### src/rtl/unidade_controle_mc.sv
// Multicycle control unit for a small RV64-subset datapath: add/sub/and, addi, ld, sd, beq/bne, ecall-style halt.
// Latency: R/I 5 cycles, load 7, store 6, branch taken 4 / not taken 5, measured FETCH to next FETCH.
// Backpressure: none; memories are assumed fixed-latency, so the sequence never stalls.
module unidade_controle_mc #(
    parameter int HALT_ON_ILLEGAL = 1
) (
    input  logic       clk,
    input  logic       rst,
    input  logic [6:0] opcode,
    input  logic [2:0] funct3,
    input  logic [6:0] funct7,
    input  logic       zero,
    output logic       PCwrite,
    output logic       IRwrite,
    output logic       RegWrite,
    output logic       loadRegA,
    output logic       loadRegB,
    output logic       loadRegAluOut,
    output logic       loadRegMemData,
    output logic       DataMemWr,
    output logic       SelMuxA,
    output logic       SelMuxPC,
    output logic       SelMuxMem,
    output logic [1:0] SelMuxB,
    output logic [2:0] AluOperation,
    output logic [3:0] state_out,
    output logic       halted,
    output logic       illegal
);

    localparam logic [6:0] OP_R      = 7'b0110011;
    localparam logic [6:0] OP_I      = 7'b0010011;
    localparam logic [6:0] OP_LOAD   = 7'b0000011;
    localparam logic [6:0] OP_STORE  = 7'b0100011;
    localparam logic [6:0] OP_BRANCH = 7'b1100011;
    localparam logic [6:0] OP_SYSTEM = 7'b1110011;

    localparam logic [2:0] ALU_IDLE = 3'b000;
    localparam logic [2:0] ALU_ADD  = 3'b001;
    localparam logic [2:0] ALU_SUB  = 3'b010;
    localparam logic [2:0] ALU_AND  = 3'b011;

    typedef enum logic [3:0] {
        RESET_ST  = 4'd0,
        FETCH     = 4'd1,
        FETCH_IR  = 4'd2,
        DECODE    = 4'd3,
        EXEC_R    = 4'd4,
        EXEC_I    = 4'd5,
        MEM_ADDR  = 4'd6,
        LOAD_WAIT = 4'd7,
        LOAD_MDR  = 4'd8,
        WB_ALU    = 4'd9,
        WB_LOAD   = 4'd10,
        STORE     = 4'd11,
        BRANCH    = 4'd12,
        PC_INC    = 4'd13,
        HALT      = 4'd14
    } state_t;

    state_t state;
    state_t next_state;
    logic   take_illegal;
    logic   illegal_q;

    assign state_out = state;
    assign illegal   = illegal_q;

    // State register and sticky illegal flag; reset wins from any state.
    always_ff @(posedge clk) begin
        if (!rst) begin
            state     <= RESET_ST;
            illegal_q <= 1'b0;
        end else begin
            state <= next_state;
            if (take_illegal) begin
                illegal_q <= 1'b1;
            end
        end
    end

    // Next-state and control decode; everything defaults low and each state raises only what it needs.
    always_comb begin
        next_state     = RESET_ST;
        take_illegal   = 1'b0;
        PCwrite        = 1'b0;
        IRwrite        = 1'b0;
        RegWrite       = 1'b0;
        loadRegA       = 1'b0;
        loadRegB       = 1'b0;
        loadRegAluOut  = 1'b0;
        loadRegMemData = 1'b0;
        DataMemWr      = 1'b0;
        SelMuxA        = 1'b0;
        SelMuxPC       = 1'b0;
        SelMuxMem      = 1'b0;
        SelMuxB        = 2'd0;
        AluOperation   = ALU_IDLE;
        halted         = 1'b0;

        case (state)
            RESET_ST: next_state = FETCH;
            // Instruction memory read is in flight; nothing to latch yet.
            FETCH:    next_state = FETCH_IR;
            FETCH_IR: begin
                IRwrite    = 1'b1;
                next_state = DECODE;
            end
            DECODE: begin
                // Read registers and precompute the branch target from the un-incremented PC.
                loadRegA      = 1'b1;
                loadRegB      = 1'b1;
                SelMuxA       = 1'b0;
                SelMuxB       = 2'd3;
                AluOperation  = ALU_ADD;
                loadRegAluOut = 1'b1;
                case (opcode)
                    OP_R:      next_state = EXEC_R;
                    OP_I:      if (funct3 == 3'b000) next_state = EXEC_I;   else take_illegal = 1'b1;
                    OP_LOAD:   if (funct3 == 3'b011) next_state = MEM_ADDR; else take_illegal = 1'b1;
                    OP_STORE:  if (funct3 == 3'b011) next_state = MEM_ADDR; else take_illegal = 1'b1;
                    OP_BRANCH: if (funct3 == 3'b000 || funct3 == 3'b001) next_state = BRANCH;
                               else take_illegal = 1'b1;
                    OP_SYSTEM: next_state = HALT;
                    default:   take_illegal = 1'b1;
                endcase
            end
            EXEC_R: begin
                SelMuxA       = 1'b1;
                SelMuxB       = 2'd0;
                loadRegAluOut = 1'b1;
                next_state    = WB_ALU;
                if (funct3 == 3'b000 && funct7 == 7'b0000000)      AluOperation = ALU_ADD;
                else if (funct3 == 3'b000 && funct7 == 7'b0100000) AluOperation = ALU_SUB;
                else if (funct3 == 3'b111 && funct7 == 7'b0000000) AluOperation = ALU_AND;
                else take_illegal = 1'b1;
            end
            EXEC_I, MEM_ADDR: begin
                SelMuxA       = 1'b1;
                SelMuxB       = 2'd2;
                AluOperation  = ALU_ADD;
                loadRegAluOut = 1'b1;
                if (state == EXEC_I)        next_state = WB_ALU;
                else if (opcode == OP_LOAD) next_state = LOAD_WAIT;
                else                        next_state = STORE;
            end
            // Data memory read is in flight.
            LOAD_WAIT: next_state = LOAD_MDR;
            LOAD_MDR: begin
                loadRegMemData = 1'b1;
                next_state     = WB_LOAD;
            end
            WB_ALU, WB_LOAD, PC_INC: begin
                // Writeback (if any) shares the cycle with PC <= PC + 4.
                RegWrite     = (state != PC_INC);
                SelMuxMem    = (state == WB_LOAD);
                SelMuxA      = 1'b0;
                SelMuxB      = 2'd1;
                AluOperation = ALU_ADD;
                SelMuxPC     = 1'b0;
                PCwrite      = 1'b1;
                next_state   = FETCH;
            end
            STORE: begin
                DataMemWr  = 1'b1;
                next_state = PC_INC;
            end
            BRANCH: begin
                SelMuxA      = 1'b1;
                SelMuxB      = 2'd0;
                AluOperation = ALU_SUB;
                if ((funct3 == 3'b000 && zero) || (funct3 == 3'b001 && !zero)) begin
                    PCwrite    = 1'b1;
                    SelMuxPC   = 1'b1;
                    next_state = FETCH;
                end else begin
                    next_state = PC_INC;
                end
            end
            HALT: begin
                halted     = 1'b1;
                next_state = HALT;
            end
            default: next_state = RESET_ST;
        endcase

        // An illegal instruction either stops the core or is skipped with a plain PC increment.
        if (take_illegal) begin
            next_state = (HALT_ON_ILLEGAL != 0) ? HALT : PC_INC;
        end
    end

endmodule

### config.mk
export PLATFORM = sky130hd
export DESIGN_NAME = unidade_controle_mc
export DESIGN_NICKNAME = d
export VERILOG_FILES = /design/src/rtl/unidade_controle_mc.sv
export SDC_FILE = /design/constraint.sdc
export NUM_CORES = 1
export LEC_CHECK = 0
export CORE_ASPECT_RATIO = 0.75
export CORE_UTILIZATION = 42
export CTS_CLUSTER_DIAMETER = 120
export CTS_CLUSTER_SIZE = 12
export DETAILED_ROUTE_END_ITERATION = 12
export GPL_TIMING_DRIVEN = 0
export PLACE_DENSITY = 0.93
export SLEW_MARGIN = 5
export SYNTH_ARGS = -nofsm -noshare
export SYNTH_HDL_FRONTEND = slang
export SYNTH_SLANG_ARGS = --single-unit
### constraint.sdc
create_clock -name clk -period 3.6 [get_ports clk]
set_input_delay 0.9 -clock clk [delete_from_list [all_inputs] [get_ports clk]]
set_output_delay 0.9 -clock clk [all_outputs]
set_load 0.01 [all_outputs]
## Word level (Yosys, flattened, before mapping)

Index checks and enable logic that the tools add are counted.

- Multiply operators: 0
- Equality and inequality tests: 25
- Multiplexer cells: 34
- Shift-type cells: 0
- Add/sub/neg operators: 0
- Divide/modulo/power cells: 0
- Order comparisons: 0
- Bitwise gates (word level): 1
- Reduce and logical (&&, ||, !) cells: 20

Operators by type and width:

| cell | number |
|---|---|
| $pmux W4 S11 | 1 |
| $eq A4 B4 Y1 const B | 7 |
| $eq A7 B6 Y1 const B | 3 |
| $mux W4 | 5 |
| $pmux W4 S5 | 1 |
| $mux W1 | 17 |
| $eq A4 B3 Y1 const B | 4 |
| $eq A7 B7 Y1 const B | 2 |
| $pmux W2 S3 | 2 |
| $reduce_or A4 Y1 | 3 |
| $eq A4 B2 Y1 const B | 2 |
| $reduce_or A2 Y1 | 4 |
| $eq A7 B2 Y1 const B | 1 |
| $eq A7 B5 Y1 const B | 1 |
| $logic_not A7 Y1 | 1 |
| $mux W2 | 3 |
| $mux W3 | 2 |
| $reduce_or A6 Y1 | 1 |
| $logic_and A1 B1 Y1 | 5 |
| $eq A4 B1 Y1 const B | 1 |
| $logic_not A4 Y1 | 1 |
| $ne A4 B4 Y1 const B | 1 |
| $pmux W1 S2 | 2 |
| $pmux W1 S4 | 1 |
| 8 further kinds | 9 |

- RAM bits: 0
- Memories kept: 0
- Latch bits: 0
- Bits of input ports: 20
- ROM bits: 0
- Flip-flop bits (word level): 5

## Logic depth before layout (Yosys ltp)

- Depth in word-level cells: 7
- Mapped depth: 7
- Depth with buffers taken out: 7

## Worst setup path after synthesis

Ideal clock, no wire load.

- Path kind: in2out
- Start: input port funct3[2]
- End: output port AluOperation[0]
- Path slack: 0.810 ns
- Path buffers: 1
- Stages: 6
- Required time: 2.700 ns
- Arrival: 1.890 ns
- Cell sequence: buf_6 > nor3_1 > nor2b_1 > o41ai_1 > nor2_1 > a21oi_1

- Word-level cells in the longest chain between the ends: 6
- Elaborated cells between the ends (all ways): 9

RTL lines:

| what | RTL line | text |
|---|---|---|
| from (decl) | 10 | `input logic [2:0] funct3,` |
| $eq A3 B3 Y1 | 135 | `else if (funct3 == 3'b111 && funct7 == 7'b0000000) AluOperation = ALU_AND;` |
| $logic_and A1 B1 Y1 | 135 |  |
| $mux W2 | 135 |  |
| $mux W2 | 134 | `else if (funct3 == 3'b000 && funct7 == 7'b0100000) AluOperation = ALU_SUB;` |
| $mux W2 * | 133 | `if (funct3 == 3'b000 && funct7 == 7'b0000000) AluOperation = ALU_ADD;` |
| $pmux W2 S3 * | 101 | `case (state)` |
| to (decl) | 25 | `output logic [2:0] AluOperation,` |

Every way passes the cells marked *; elsewhere a longest branch is shown, timed or not.

## Final worst setup path

- Start: input port zero
- End: output port SelMuxPC

- Word-level cells in the longest chain between the ends: 5
- Elaborated cells between the ends (all ways): 6

RTL lines:

| what | RTL line | text |
|---|---|---|
| from (decl) | 12 | `input logic zero,` |
| $logic_not A1 Y1 | 172 | `if ((funct3 == 3'b000 && zero) \|\| (funct3 == 3'b001 && !zero)) begin` |
| $logic_and A1 B1 Y1 | 172 |  |
| $logic_or A1 B1 Y1 * | 172 |  |
| $mux W1 * | 172 |  |
| $mux W1 * | 101 |  |
| to (decl) | 22 | `output logic SelMuxPC,` |

Marked as above.

==> impl_metrics.json <==
{
  "status": "finished clean",
  "die_w_um": 51.7,
  "drv_cap": 0,
  "die-area_um2": 2030,
  "hold_path_class": "flop to flop",
  "start_kind": "input port",
  "post-dp-hpwl_um": 2070,
  "fin_tns_setup_ns": 0,
  "place_ws_ns": -0.267,
  "hold_violations": 0,
  "finalSetupViolCount": 0,
  "vias": 1046,
  "cts-root-buf": "clkbuf_4",
  "numClockSinks": 5,
  "switchingPower_uw": 349,
  "ys_top_cells_by_area": "dfxtp_1 (13%), nor2_1 (7.7%), a21oi_1 (5.8%)",
  "dr_wl_met2_um": 1300,
  "slowest_stage": "clkdlybuf4s50_1",
  "path_class": "input port to output pin",
  "seq_area_frac_synth": 0.128,
  "via_per_inst": 5.78,
  "syn_to_final_growth_pct": 58.1,
  "port_buffers": 39,
  "final_cell_area_um2": 1230,
  "power_density_nw_per_um2": 600,
  "peakVddDrop_uv": 403,
  "arrival_ns": 2.66,
  "h-tree-depth": 1,
  "grt_pass1_vias": 970,
  "worst-slew-pin-transition_ns": 0.490,
  "n_antenna_cell": 0,
  "grt_use_total": 0.288,
  "cp.required_ns": 2.70,
  "slew_viol_final": 0,
  "top_layer_used": "met4",
  "synth_cells": 116,
  "syn_area_um2": 779,
  "min_period_over_period": 0.989,
  "wl_met3_um": 226,
  "timing.critical_path.cells": "clkdlybuf4s50_1 > xnor2_1 > nor3_2 > nor4b_1 > clkdlybuf4s50_1",
  "p_comb_frac": 0.761,
  "cts_hold_buf": 0,
  "cpPeakStageDelay_ns": 0.60,
  "grt_max_degree": 11,
  "r2r_start": "state_out[0]",
  "nets": 180,
  "drc": 0,
  "setup_ws_ns": 0.0385,
  "antenna_found_initial": 0,
  "ys.flop_type": "dfxtp_1",
  "met1_length_um": 1150,
  "gp_routability_congestion": 0.802,
  "cts_inserted_buffers": 3,
  "cp_common_cell": "clkdlybuf4s50_1",
  "ys_ff_latch": 5,
  "cp-startpoint": "zero",
  "initial_core_util": 0.448,
  "utilization": 0.708,
  "cp-end-kind": "output pin",
  "yosys.area.top_type": "dfxtp_1",
  "synth_nets": 136,
  "fp.coreArea_um2": 1740,
  "p_int_uw": 391,
  "antenna_left": 0,
  "clock_latency_ns": 0.25,
  "clk_pin_slew_ns": 0.05,
  "slew_headroom": 0.670,
  "switching_share": 0.471,
  "boundaryPins": 42,
  "p_seq_frac": 0.149,
  "n_fill_cell": 141,
  "syn_avg_cell_area_um2": 6.72,
  "hp-start": "illegal",
  "post-route-min-period_ns": 3.56,
  "ctsLongestPathBuffers": 2,
  "synthArstFlopShare": 0,
  "crit_fanout": 3,
  "cts_tree": "done",
  "finClkSkew_ns": 0.00577,
  "power_leakage_nw": 0.464,
  "p_clk_frac": 0.090,
  "synth_edf_count": 0,
  "place_area_um2": 1200,
  "die_height_um": 39.3,
  "wl_per_cell_um": 15.2,
  "postRouteWirelength_um": 2750,
  "yosysWarnings": 0,
  "drive_gt1_frac": 0.113,
  "row_count": 13,
  "drtPass1Iterations": 4,
  "rsz0062_at_grt": "false",
  "gr-total-overflow": 0,
  "grt_pass1_wl_um": 4200,
  "postCtsSetupRepairBufs": 0,
  "drt_iter0_markers": 68,
  "max_freq_mhz": 281,
  "synth_top_area_share": 0.128,
  "yosysUniqueCellTypes": 44
}
## path summary, 6_finish.rpt
| check | depth (start not counted) | slack (ns) | to |
|---|---|---|---|
| hold / removal | 1 | 0.48 | illegal |
| setup reg to reg | 7 | 1.92 | state_out[2] |
| setup / recovery | 5 | 0.04 | SelMuxPC |
| hold reg to reg | 1 | 0.48 | illegal |
## synth_stat cells, types with 2 or more instances
| master | count |
|---|---|
| nor2_1 | 16 |
| nand2b_1 | 7 |
| o21ai_2 | 3 |
| o21ai_0 | 5 |
| or3_1 | 4 |
| buf_4 | 3 |
| o31a_1 | 3 |
| o21bai_1 | 2 |
| and2_1 | 2 |
| buf_2 | 2 |
| o22ai_1 | 2 |
| xnor2_1 | 3 |
| dfxtp_1 | 5 |
| nand2_1 | 6 |
| nand3_1 | 5 |
| clkbuf_1 | 5 |
| nor3_1 | 7 |
| a21oi_1 | 9 |
| o21a_1 | 2 |
## area by class of cell
| class | count | area (um^2) | share of cell area |
|---|---|---|---|
| Buffer | 12 | 66.3 | 0.0538 |
| Sequential cell | 5 | 100 | 0.0812 |
| Multi-Input combinational cell | 97 | 616 | 0.499 |
| Timing Repair Buffer | 39 | 389 | 0.316 |
| Clock buffer | 4 | 26.3 | 0.0213 |
| Tap cell | 22 | 27.5 | 0.0223 |
| Inverter | 2 | 7.51 | 0.00609 |
## state kept, by name (all words and copies together) (netlist names)
signal and cells:
illegal 1, state_out 4
## logic make-up after synthesis
family                    share of synthesized area
xor gates and xnor gates                     0.0450
buffers and inverters                        0.0947
DFF                                           0.128
other                                       0.00481
and+or+nand+nor                               0.382
AOI/OAI and AO/OA                             0.345
## worst max-delay path, delay by kind of cell
kind	cells	cell delay, ns
buffers and inverters	2	1.02
XOR/XNOR	1	0.14
AND/OR/NAND/NOR	2	0.61
## cells in the final DEF, fill, tap and decap left out, drive strengths merged, types with 3 or more instances in the layout
| cell type | instances |
|---|---|
| dlygate4sd2 | 3 |
| nand2b | 7 |
| clkbuf | 9 |
| nand3 | 5 |
| nand2 | 6 |
| clkdlybuf4s50 | 35 |
| o31a | 3 |
| o21ai | 8 |
| a21oi | 9 |
| or3 | 4 |
| buf | 7 |
| dfxtp | 5 |
| nor3 | 7 |
| nor2 | 16 |
| xnor2 | 3 |
## per-layer routing
metal,GRT usage,up-vias
met5,0,-
met4,0.182,0
met3,0.0426,10
met2,0.519,52
met1,0.326,475
li1,-,509
## power groups by stage
stage / sequential [mW] / clock, mW / combinational, mW
after detailed placement: 0.108 / 0 / 0.555
after CTS: 0.108 / 0.0670 / 0.555
after floorplan: 0.111 / 0 / 0.317
after global placement: 0.106 / 0 / 0.531
after global routing: 0.114 / 0.0693 / 0.604
final: 0.110 / 0.0667 / 0.562
## through the flow
stage                     std cells  hold WS (ns)  power (mW)
after floorplan                 116         0.521       0.428
after global placement          177         0.464       0.637
after detailed placement        177         0.471       0.664
after CTS                       181         0.486       0.730
after global routing            181         0.499       0.787
final                           181         0.482       0.739
## timing repair
action,CTS,global route
resized for setup,5,1
setup endpoints to repair,4,1
pin swaps,0,1
No activity file was read; power rests on OpenSTA's default activity.
